**src/rtl/exe_stage.sv**
```systemverilog
// Execute stage: two-slot pipeline (S1 issued operands, S2 ALU result) with
// valid/ready handshakes on both sides and S2/writeback operand forwarding.
module exe_stage #(
  parameter int unsigned FWD_EN = 1
) (
  input  logic        i_clk,
  input  logic        i_rst,
  input  logic        i_flush,
  input  logic        i_dec_valid,
  output logic        o_dec_ready,
  input  logic [7:0]  i_dec_command,
  input  logic [4:0]  i_dec_rd,
  input  logic [4:0]  i_dec_rs1,
  input  logic [4:0]  i_dec_rs2,
  input  logic        i_dec_wen,
  input  logic        i_dec_use_imm,
  input  logic [31:0] i_dec_rs1_data,
  input  logic [31:0] i_dec_rs2_data,
  input  logic [31:0] i_dec_imm,
  input  logic        i_wb_valid,
  input  logic [4:0]  i_wb_rd,
  input  logic [31:0] i_wb_data,
  output logic [7:0]  o_alu_command,
  output logic [31:0] o_alu_a,
  output logic [31:0] o_alu_b,
  input  logic [31:0] i_alu_out,
  input  logic        i_alu_zero,
  output logic        o_ex_valid,
  input  logic        i_ex_ready,
  output logic [4:0]  o_ex_rd,
  output logic        o_ex_wen,
  output logic [31:0] o_ex_result,
  output logic        o_ex_zero
);

  logic        s1_valid;
  logic [7:0]  s1_command;
  logic [4:0]  s1_rd;
  logic [4:0]  s1_rs1;
  logic [4:0]  s1_rs2;
  logic        s1_wen;
  logic        s1_use_imm;
  logic [31:0] s1_rs1_data;
  logic [31:0] s1_rs2_data;
  logic [31:0] s1_imm;

  logic        s2_valid;
  logic [4:0]  s2_rd;
  logic        s2_wen;
  logic [31:0] s2_result;
  logic        s2_zero;

  logic        s2_free;
  logic        s1_adv;
  logic        dec_accept;
  logic        wb_hit_rs1;
  logic        wb_hit_rs2;
  logic [31:0] rs1_fwd;
  logic [31:0] rs2_fwd;

  // x0 always reads zero; the younger S2 result wins over the older writeback.
  function automatic logic [31:0] fwd(
    input logic [4:0]  rs,
    input logic [31:0] stored,
    input logic        s2_hit_valid,
    input logic [4:0]  s2_hit_rd,
    input logic [31:0] s2_hit_data,
    input logic        wb_hit_valid,
    input logic [4:0]  wb_hit_rd,
    input logic [31:0] wb_hit_data
  );
    if (rs == 5'd0) return 32'd0;
    if (FWD_EN == 0) return stored;
    if (s2_hit_valid && (s2_hit_rd == rs)) return s2_hit_data;
    if (wb_hit_valid && (wb_hit_rd == rs)) return wb_hit_data;
    return stored;
  endfunction

  assign s2_free     = !s2_valid || i_ex_ready;
  assign s1_adv      = s1_valid && s2_free;
  assign o_dec_ready = !i_flush && (!s1_valid || s1_adv);
  assign dec_accept  = i_dec_valid && o_dec_ready;

  assign wb_hit_rs1 = i_wb_valid && (i_wb_rd == s1_rs1) && (s1_rs1 != 5'd0);
  assign wb_hit_rs2 = i_wb_valid && (i_wb_rd == s1_rs2) && (s1_rs2 != 5'd0);

  always_comb begin
    rs1_fwd = fwd(s1_rs1, s1_rs1_data, s2_valid && s2_wen, s2_rd, s2_result,
                  i_wb_valid, i_wb_rd, i_wb_data);
    rs2_fwd = fwd(s1_rs2, s1_rs2_data, s2_valid && s2_wen, s2_rd, s2_result,
                  i_wb_valid, i_wb_rd, i_wb_data);
  end

  assign o_alu_command = s1_valid ? s1_command : 8'h0;
  assign o_alu_a       = rs1_fwd;
  assign o_alu_b       = s1_use_imm ? s1_imm : rs2_fwd;

  assign o_ex_valid  = s2_valid;
  assign o_ex_rd     = s2_rd;
  assign o_ex_wen    = s2_wen;
  assign o_ex_result = s2_result;
  assign o_ex_zero   = s2_zero;

  // Flush outranks accept and advance; a held S1 soaks up writebacks so a
  // forward that only appears during the stall is not lost.
  always_ff @(posedge i_clk or posedge i_rst) begin
    if (i_rst) begin
      s1_valid    <= 1'b0;
      s1_command  <= 8'h0;
      s1_rd       <= 5'd0;
      s1_rs1      <= 5'd0;
      s1_rs2      <= 5'd0;
      s1_wen      <= 1'b0;
      s1_use_imm  <= 1'b0;
      s1_rs1_data <= 32'd0;
      s1_rs2_data <= 32'd0;
      s1_imm      <= 32'd0;
      s2_valid    <= 1'b0;
      s2_rd       <= 5'd0;
      s2_wen      <= 1'b0;
      s2_result   <= 32'd0;
      s2_zero     <= 1'b0;
    end else if (i_flush) begin
      s1_valid <= 1'b0;
      s2_valid <= 1'b0;
    end else begin
      if (dec_accept) begin
        s1_valid    <= 1'b1;
        s1_command  <= i_dec_command;
        s1_rd       <= i_dec_rd;
        s1_rs1      <= i_dec_rs1;
        s1_rs2      <= i_dec_rs2;
        s1_wen      <= i_dec_wen;
        s1_use_imm  <= i_dec_use_imm;
        s1_rs1_data <= i_dec_rs1_data;
        s1_rs2_data <= i_dec_rs2_data;
        s1_imm      <= i_dec_imm;
      end else if (s1_adv) begin
        s1_valid <= 1'b0;
      end else if (s1_valid && (FWD_EN != 0)) begin
        if (wb_hit_rs1) s1_rs1_data <= i_wb_data;
        if (wb_hit_rs2) s1_rs2_data <= i_wb_data;
      end

      if (s1_adv) begin
        s2_valid  <= 1'b1;
        s2_rd     <= s1_rd;
        s2_wen    <= s1_wen;
        s2_result <= i_alu_out;
        s2_zero   <= i_alu_zero;
      end else if (i_ex_ready && s2_valid) begin
        s2_valid <= 1'b0;
      end
    end
  end

endmodule

```
**config.mk**
```make
export PLATFORM = sky130hd
export DESIGN_NAME = exe_stage
export DESIGN_NICKNAME = d
export VERILOG_FILES = /design/src/rtl/exe_stage.sv
export SDC_FILE = /design/constraint.sdc
export NUM_CORES = 1
export LEC_CHECK = 0
export ABC_CLOCK_PERIOD_IN_PS = 12600
export BUFFER_PORTS_ARGS = -buffer_cell sky130_fd_sc_hd__buf_2
export CAP_MARGIN = 10
export CORE_MARGIN = 2
export CORE_UTILIZATION = 55
export CTS_BUF_LIST = sky130_fd_sc_hd__clkbuf_16
export CTS_CLUSTER_SIZE = 14
export DETAILED_ROUTE_END_ITERATION = 12
export PLACE_DENSITY = 0.87
export SKIP_LAST_GASP = 1
export SLEW_MARGIN = 10
export SYNTH_ARGS = -nofsm -noshare
export SYNTH_HDL_FRONTEND = slang
export SYNTH_SLANG_ARGS = --single-unit
```
**constraint.sdc**
```tcl
create_clock -name i_clk -period 12.6 [get_ports i_clk]
set_clock_uncertainty 0.15 [all_clocks]
set_input_delay 1.89 -clock i_clk [delete_from_list [all_inputs] [get_ports i_clk]]
set_output_delay 1.89 -clock i_clk [all_outputs]
set_load 0.01 [all_outputs]
```
==> flow_summary.ini, run 1 <==
[run_status]
status = finished, final reports clean

[floorplan]
top_level_ports = 310
start_util_pct = 55.74
die_height_um = 130.4
fp.dieW_um = 130.4
coreArea_mm2 = 0.01577
die_area_mm2 = 0.01701
rows = 46

[yosys]
ys_seq_elements = 162
postSynth.asyncResetShare_pct = 100.0
yosysMostFrequentCell = dfrtp_1
synthTopCellsByCount = dfrtp_1, a21oi_1, nand2_1, mux2_2, mux2i_1
seq_area_frac_synth_pct = 46.12
ys_warn_count = 0
synth_enable_flop_cells = 0
synthTopCellsByArea = dfrtp_1, mux2_2, a21oi_1
syn_avg_cell_area_um2 = 10.13
netlist_instances = 868
syn_nets = 1065
synth_top_area_share_pct = 46.12
ys_types = 34
yosysTopAreaCell = dfrtp_1
syn-cell-area_mm2 = 0.008790
synthFlopType = dfrtp_1

[clock_network]
worstSkewPairLatency_ns = 0.43
cts.repair.resized = 0
path_clk_slew_ns = 0.06
postCtsSetupBuffers = 0
cts_tree = done
clock_sinks = 162
cts-hold-fix-buffers = 0
cts.htree.levels = 4
clk_path_buf_depth = 2
clock-root-buffer = clkbuf_16
numCtsBuffers = 17

[timing]
fin_setup_tns_ns = 0
rsz0062_at_grt = no
hold-worst-slack_ns = 0.3522
tightest_slew_ns = 1.097
relSlewSlack_pct = 26.87
max_freq_ghz = 0.1688
finalCritPeriodShare_pct = 47.03
min_period_ns = 5.925
setup-violations-final = 0
report.final.hold_viol_count = 0
finalMaxSlewViolations = 0

[power]
power.leakage_nw = 4.879
p_clk_share_pct = 32.3
seq_power_share_pct = 41.3
power_density_mw_per_mm2 = 148.2
switchingPower_mw = 0.5243
p_sw_share_pct = 32.14
ir_worst_vdd_mv = 0.08471
p_total_mw = 1.631
p_int_mw = 1.107
pwr-share-comb_pct = 26.4

[drt]
route.detailed.drc = 0
post_drt_wl_per_cell_um = 20.07
drtIter0Drc = 551
vias = 8017
wirelength_mm = 27.53
viasPerCell = 5.843
firstDrtPassIters = 5
antenna_left = 0

[cells_and_area]
nNetsFinal = 1337
final_area_mm2 = 0.01101
sequential_cell_area_mm2 = 0.004054
fill_cells = 1215
post_route_cells_drive_above_1_share_pct = 42.67
postLayoutCoreUtil_pct = 69.79
multiInputGateArea_mm2 = 0.004292
area_growth_pct = 25.21

[global_route]
antenna_found_initial = 4
grt_overflow_total = 0
grt_max_degree = 93
track_usage_pct = 32.03
first_global_vias = 7850
grt_first_pass_wirelength_mm = 41.38

[critical_path]
critPathArrivalTime_ns = 3.89
worstSetupPathType = in -> out
critPathMaxFanout = 32
critical_path_required_ns = 10.56
crit_path_start_kind = primary input
end_kind = primary output

[placed_design]
gp_congestion = 0.8986
hpwl_mm = 18.27
dpl-instance-area_mm2 = 0.01040
portBuffers = 309

[run]
max_cap_violations = 0

[hold_path]
hold_path.class = reg -> reg
[cells in the final DEF (no fill, tap or decap), drive strengths merged, types with 10 or more instances in the layout]
| cell type | Yosys | layout |
|---|---|---|
| a21oi | 192 | 192 |
| o221ai | 32 | 32 |
| a211oi | 32 | 32 |
| buf | 33 | 324 |
| nor2 | 41 | 41 |
| dfrtp | 162 | 162 |
| xnor2 | 10 | 10 |
| nand2 | 67 | 67 |
| nor2b | 33 | 33 |
| xor2 | 10 | 10 |
| o21ai | 32 | 32 |
| mux2 | 64 | 64 |
| inv | 33 | 36 |
| mux2i | 64 | 64 |
| and2 | 10 | 10 |
| clkbuf | 38 | 17 |
[logic make-up after synthesis]
group | Yosys count | share of synthesized area (%)
compound gates | 290 | 21.69
simple gates | 164 | 9.196
flops | 162 | 46.12
mux | 128 | 15.49
buf+inv | 104 | 5.509
xor+xnor | 20 | 1.993
[metrics by stage]
stage	cells	setup WS, ns
2_1_floorplan	868	6.183
3_3_place_gp	1337	6.727
3_5_place_dp	1337	6.700
4_1_cts	1369	6.692
5_1_grt	1372	6.557
6_report	1372	6.675
[per-layer routing]
layer / part of all wire [%] / routed length (um) / vias up / track usage (%)
li1: - / - / 3654 / -
met1: 40 / 11000 / 3888 / 40.79
met5: 0 / 0 / - / 0
met4: 3.7 / 1023 / 0 / 16.46
met2: 49 / 13470 / 393 / 52.54
met3: 7.4 / 2038 / 82 / 6.148
[registers in the layout, summed over array words and instances (netlist names)]
signal and cells:
o_ex_rd 5, o_ex_result 32, o_ex_valid 1, o_ex_wen 1
o_ex_zero 1, s1_command 8, s1_imm 32, s1_rd 5
s1_rs1 5, s1_rs1_data 32, s1_rs2 5, s1_rs2_data 32
s1_use_imm 1, s1_valid 1, s1_wen 1
[power by group through the flow]
stage | registers (mW) | logic (mW) | clock network [mW]
after floorplan | 0.674 | 0.256 | 0
after global routing | 0.682 | 0.471 | 0.556
after detailed placement | 0.679 | 0.426 | 0
after CTS | 0.671 | 0.430 | 0.535
final | 0.674 | 0.430 | 0.527
after global placement | 0.675 | 0.415 | 0
[path summary, 6_finish.rpt]
path,from,to,slack [ns],cells after the start
setup / recovery,i_wb_rd[4],o_alu_b[28],6.67,8
hold / removal,s1_command[7]$_DFFE_PP0P_,s1_command[7]$_DFFE_PP0P_,0.35,1
setup reg to reg,s1_rs1[4]$_DFFE_PP0P_,s1_rs1_data[1]$_DFFE_PP0P_,9.21,6
hold reg to reg,s1_command[7]$_DFFE_PP0P_,s1_command[7]$_DFFE_PP0P_,0.35,1
max in group asynchronous,i_rst,s1_rs2[3]$_DFFE_PP0P_,9.33,3
min in group asynchronous,i_rst,o_ex_zero$_DFFE_PP0P_,1.47,2
[cell type report]
cell class / instances / area share [%]
Timing Repair Buffer: 324 / 15.07
Sequential cell: 162 / 36.83
Clock inverter: 15 / 1.535
Clock buffer: 17 / 3.865
Inverter: 33 / 1.171
Antenna cell: 3 / 0.06821
Tap cell: 216 / 2.456
Multi-Input combinational cell: 602 / 38.99
[worst max-delay path: stages]
cell and delay [ns]:
buf_2 0.12, xnor2_1 0.18, nand4_2 0.20, nor3_4 0.21, buf_4 0.56, mux2i_1 0.36
o221ai_1 0.15, buf_2 0.19
Note: power is estimated with default switching activity, not from simulation.
==> run 2: changes to the inputs <==
--- a/config.mk
+++ b/config.mk
@@ -5,15 +5,15 @@
 export SDC_FILE = /design/constraint.sdc
 export NUM_CORES = 1
 export LEC_CHECK = 0
-export ABC_CLOCK_PERIOD_IN_PS = 12600
+export ABC_CLOCK_PERIOD_IN_PS = 6080
 export BUFFER_PORTS_ARGS = -buffer_cell sky130_fd_sc_hd__buf_2
 export CAP_MARGIN = 10
 export CORE_MARGIN = 2
-export CORE_UTILIZATION = 55
+export CORE_UTILIZATION = 51
 export CTS_BUF_LIST = sky130_fd_sc_hd__clkbuf_16
 export CTS_CLUSTER_SIZE = 14
 export DETAILED_ROUTE_END_ITERATION = 12
-export PLACE_DENSITY = 0.87
+export PLACE_DENSITY = 0.81
 export SKIP_LAST_GASP = 1
 export SLEW_MARGIN = 10
 export SYNTH_ARGS = -nofsm -noshare
==> constraint.sdc (replaced) <==
create_clock -name i_clk -period 6.08 [get_ports i_clk]
set_clock_uncertainty 0.15 [all_clocks]
set_input_delay 0.912 -clock i_clk [delete_from_list [all_inputs] [get_ports i_clk]]
set_output_delay 0.912 -clock i_clk [all_outputs]
set_load 0.01 [all_outputs]
==> run 2 against run 1 <==
- sequential power rose by 110%
- core utilization fell by 5.2 points
- final cell count rose by 0.66%
- clock power rose by 100%
- highest routed layer is now met5
==> flow_summary.ini, run 2 (synthesis gave the netlist of run 1 again) <==
[run_status]
status = finished, final reports clean

[timing]
setup_ws_ns = 1.813
max_freq_ghz = 0.2343
relSlewSlack_pct = 26.32
report.final.hold_viol_count = 0
finalMaxSlewViolations = 0
rsz0062_at_grt = no
setup-violations-final = 0
tightest_slew_ns = 1.105
hold-worst-slack_ns = 0.3522
finalCritPeriodShare_pct = 70.18
fin_setup_tns_ns = 0
min_period_ns = 4.267

[clock_network]
cts_tree = done
cts.htree.levels = 4
numCtsBuffers = 17
postCtsSetupBuffers = 0
clk_path_buf_depth = 2
cts.repair.resized = 0
clock_sinks = 162
worstSkewPairLatency_ns = 0.42
cts-hold-fix-buffers = 0
clock-root-buffer = clkbuf_16
path_clk_slew_ns = 0.07

[critical_path]
rr_worst_depth = 6
critical_path_required_ns = 5.02
path_cells = xor2_1 -> nor4_1 -> nand3_2 -> o221ai_1 -> buf_2
cpPeakStageDelay_ns = 0.84
critPathMaxFanout = 32
worstSetupPathType = reg -> out
crit_path_start_kind = flop
cp_slowest_cell = nand3_2
end_kind = primary output
critPathArrivalTime_ns = 3.21

[drt]
viasPerCell = 5.810
wirelength_mm = 27.19
firstDrtPassIters = 6
post_drt_wl_per_cell_um = 19.69
drtIter0Drc = 673
vias = 8024
antenna_left = 0
route.detailed.drc = 0

[placed_design]
dpl-instance-area_mm2 = 0.01042
hpwl_mm = 18.42
place_ws_ns = 1.936
portBuffers = 309
gp_congestion = 0.8969

[hold_path]
holdPathStages = 1
hold_path.class = reg -> reg

[floorplan]
fp.dieW_um = 135.3
coreArea_mm2 = 0.01706
die_height_um = 135.3
rows = 48
start_util_pct = 51.53
top_level_ports = 310
die_area_mm2 = 0.01830

[cells_and_area]
final_area_mm2 = 0.01101
final_common_cell = buf_2
area_growth_pct = 25.28
post_route_cells_drive_above_1_share_pct = 42.67
layout_common_cells = buf_2, dfrtp_1, a21oi_1
nNetsFinal = 1337

[global_route]
track_usage_pct = 29.63
grt_first_pass_wirelength_mm = 42.18
grt_max_degree = 106
grt_overflow_total = 0
first_global_vias = 7955
antenna_found_initial = 3

[run]
max_cap_violations = 0

[power]
power_density_mw_per_mm2 = 305.4
p_total_mw = 3.363
power.leakage_nw = 4.867
ir_worst_vdd_mv = 0.1932
run 2: power breakdown:
part	leakage (nW)	internal [mW]	switching, mW	total [mW]
Sequential	1.88	1.26	0.139	1.40
Clock	0.280	0.641	0.444	1.08
Combinational	2.70	0.394	0.488	0.882
Total	4.87	2.29	1.07	3.36
run 2: routing by layer:
layer	share of wire [%]	wire, um	track usage (%)	vias to the layer above
li1	-	-	-	3646
met1	41	11160	38.45	3888
met2	49	13260	49.13	422
met3	7.3	1993	5.462	66
met4	2.8	761	12.27	2
met5	0.048	13	0	-
run 2: critical path: cells and delay by family, from the launching register on:
kind	cells	cell delay, ns
AOI/OAI and AO/OA	1	0.63
xor gates and xnor gates	1	0.17
buffers and inverters	1	0.21
DFF	1	0.46
and+or+nand+nor	2	1.30
run 2: area by class of cell:
class                   instances  area [um^2]
fillers                      1408         6045
multi-input cells             602         4292
flip-flops and latches        162         4054
repair buffers                324         1659
clock buffers                  17        425.4
well taps                     225        281.5
clock inverters                15        163.9
inverters                      33        128.9
diodes                          3        7.507
run 2: metrics by stage:
| step | instances | utilization, % |
|---|---|---|
| after CTS | 1378 | 64.52 |
| after global routing | 1380 | 64.55 |
| after global placement | 1346 | 61.06 |
| final | 1381 | 64.56 |
| after detailed placement | 1346 | 61.06 |
| after floorplan | 868 | - |
run 2: worst paths after layout:
path	start	endpoint	slack, ns
max in group asynchronous	i_rst	s1_rs1_data[11]$_DFFE_PP0P_	3.85
worst max-delay path	s1_rs2[0]$_DFFE_PP0P_	o_alu_b[20]	1.81
worst max register to register	s1_rs1[4]$_DFFE_PP0P_	s1_rs1_data[24]$_DFFE_PP0P_	2.68
worst min-delay path	s1_command[2]$_DFFE_PP0P_	s1_command[2]$_DFFE_PP0P_	0.35
min in group asynchronous	i_rst	o_ex_rd[0]$_DFFE_PP0P_	0.53
worst min register to register	s1_command[2]$_DFFE_PP0P_	s1_command[2]$_DFFE_PP0P_	0.35
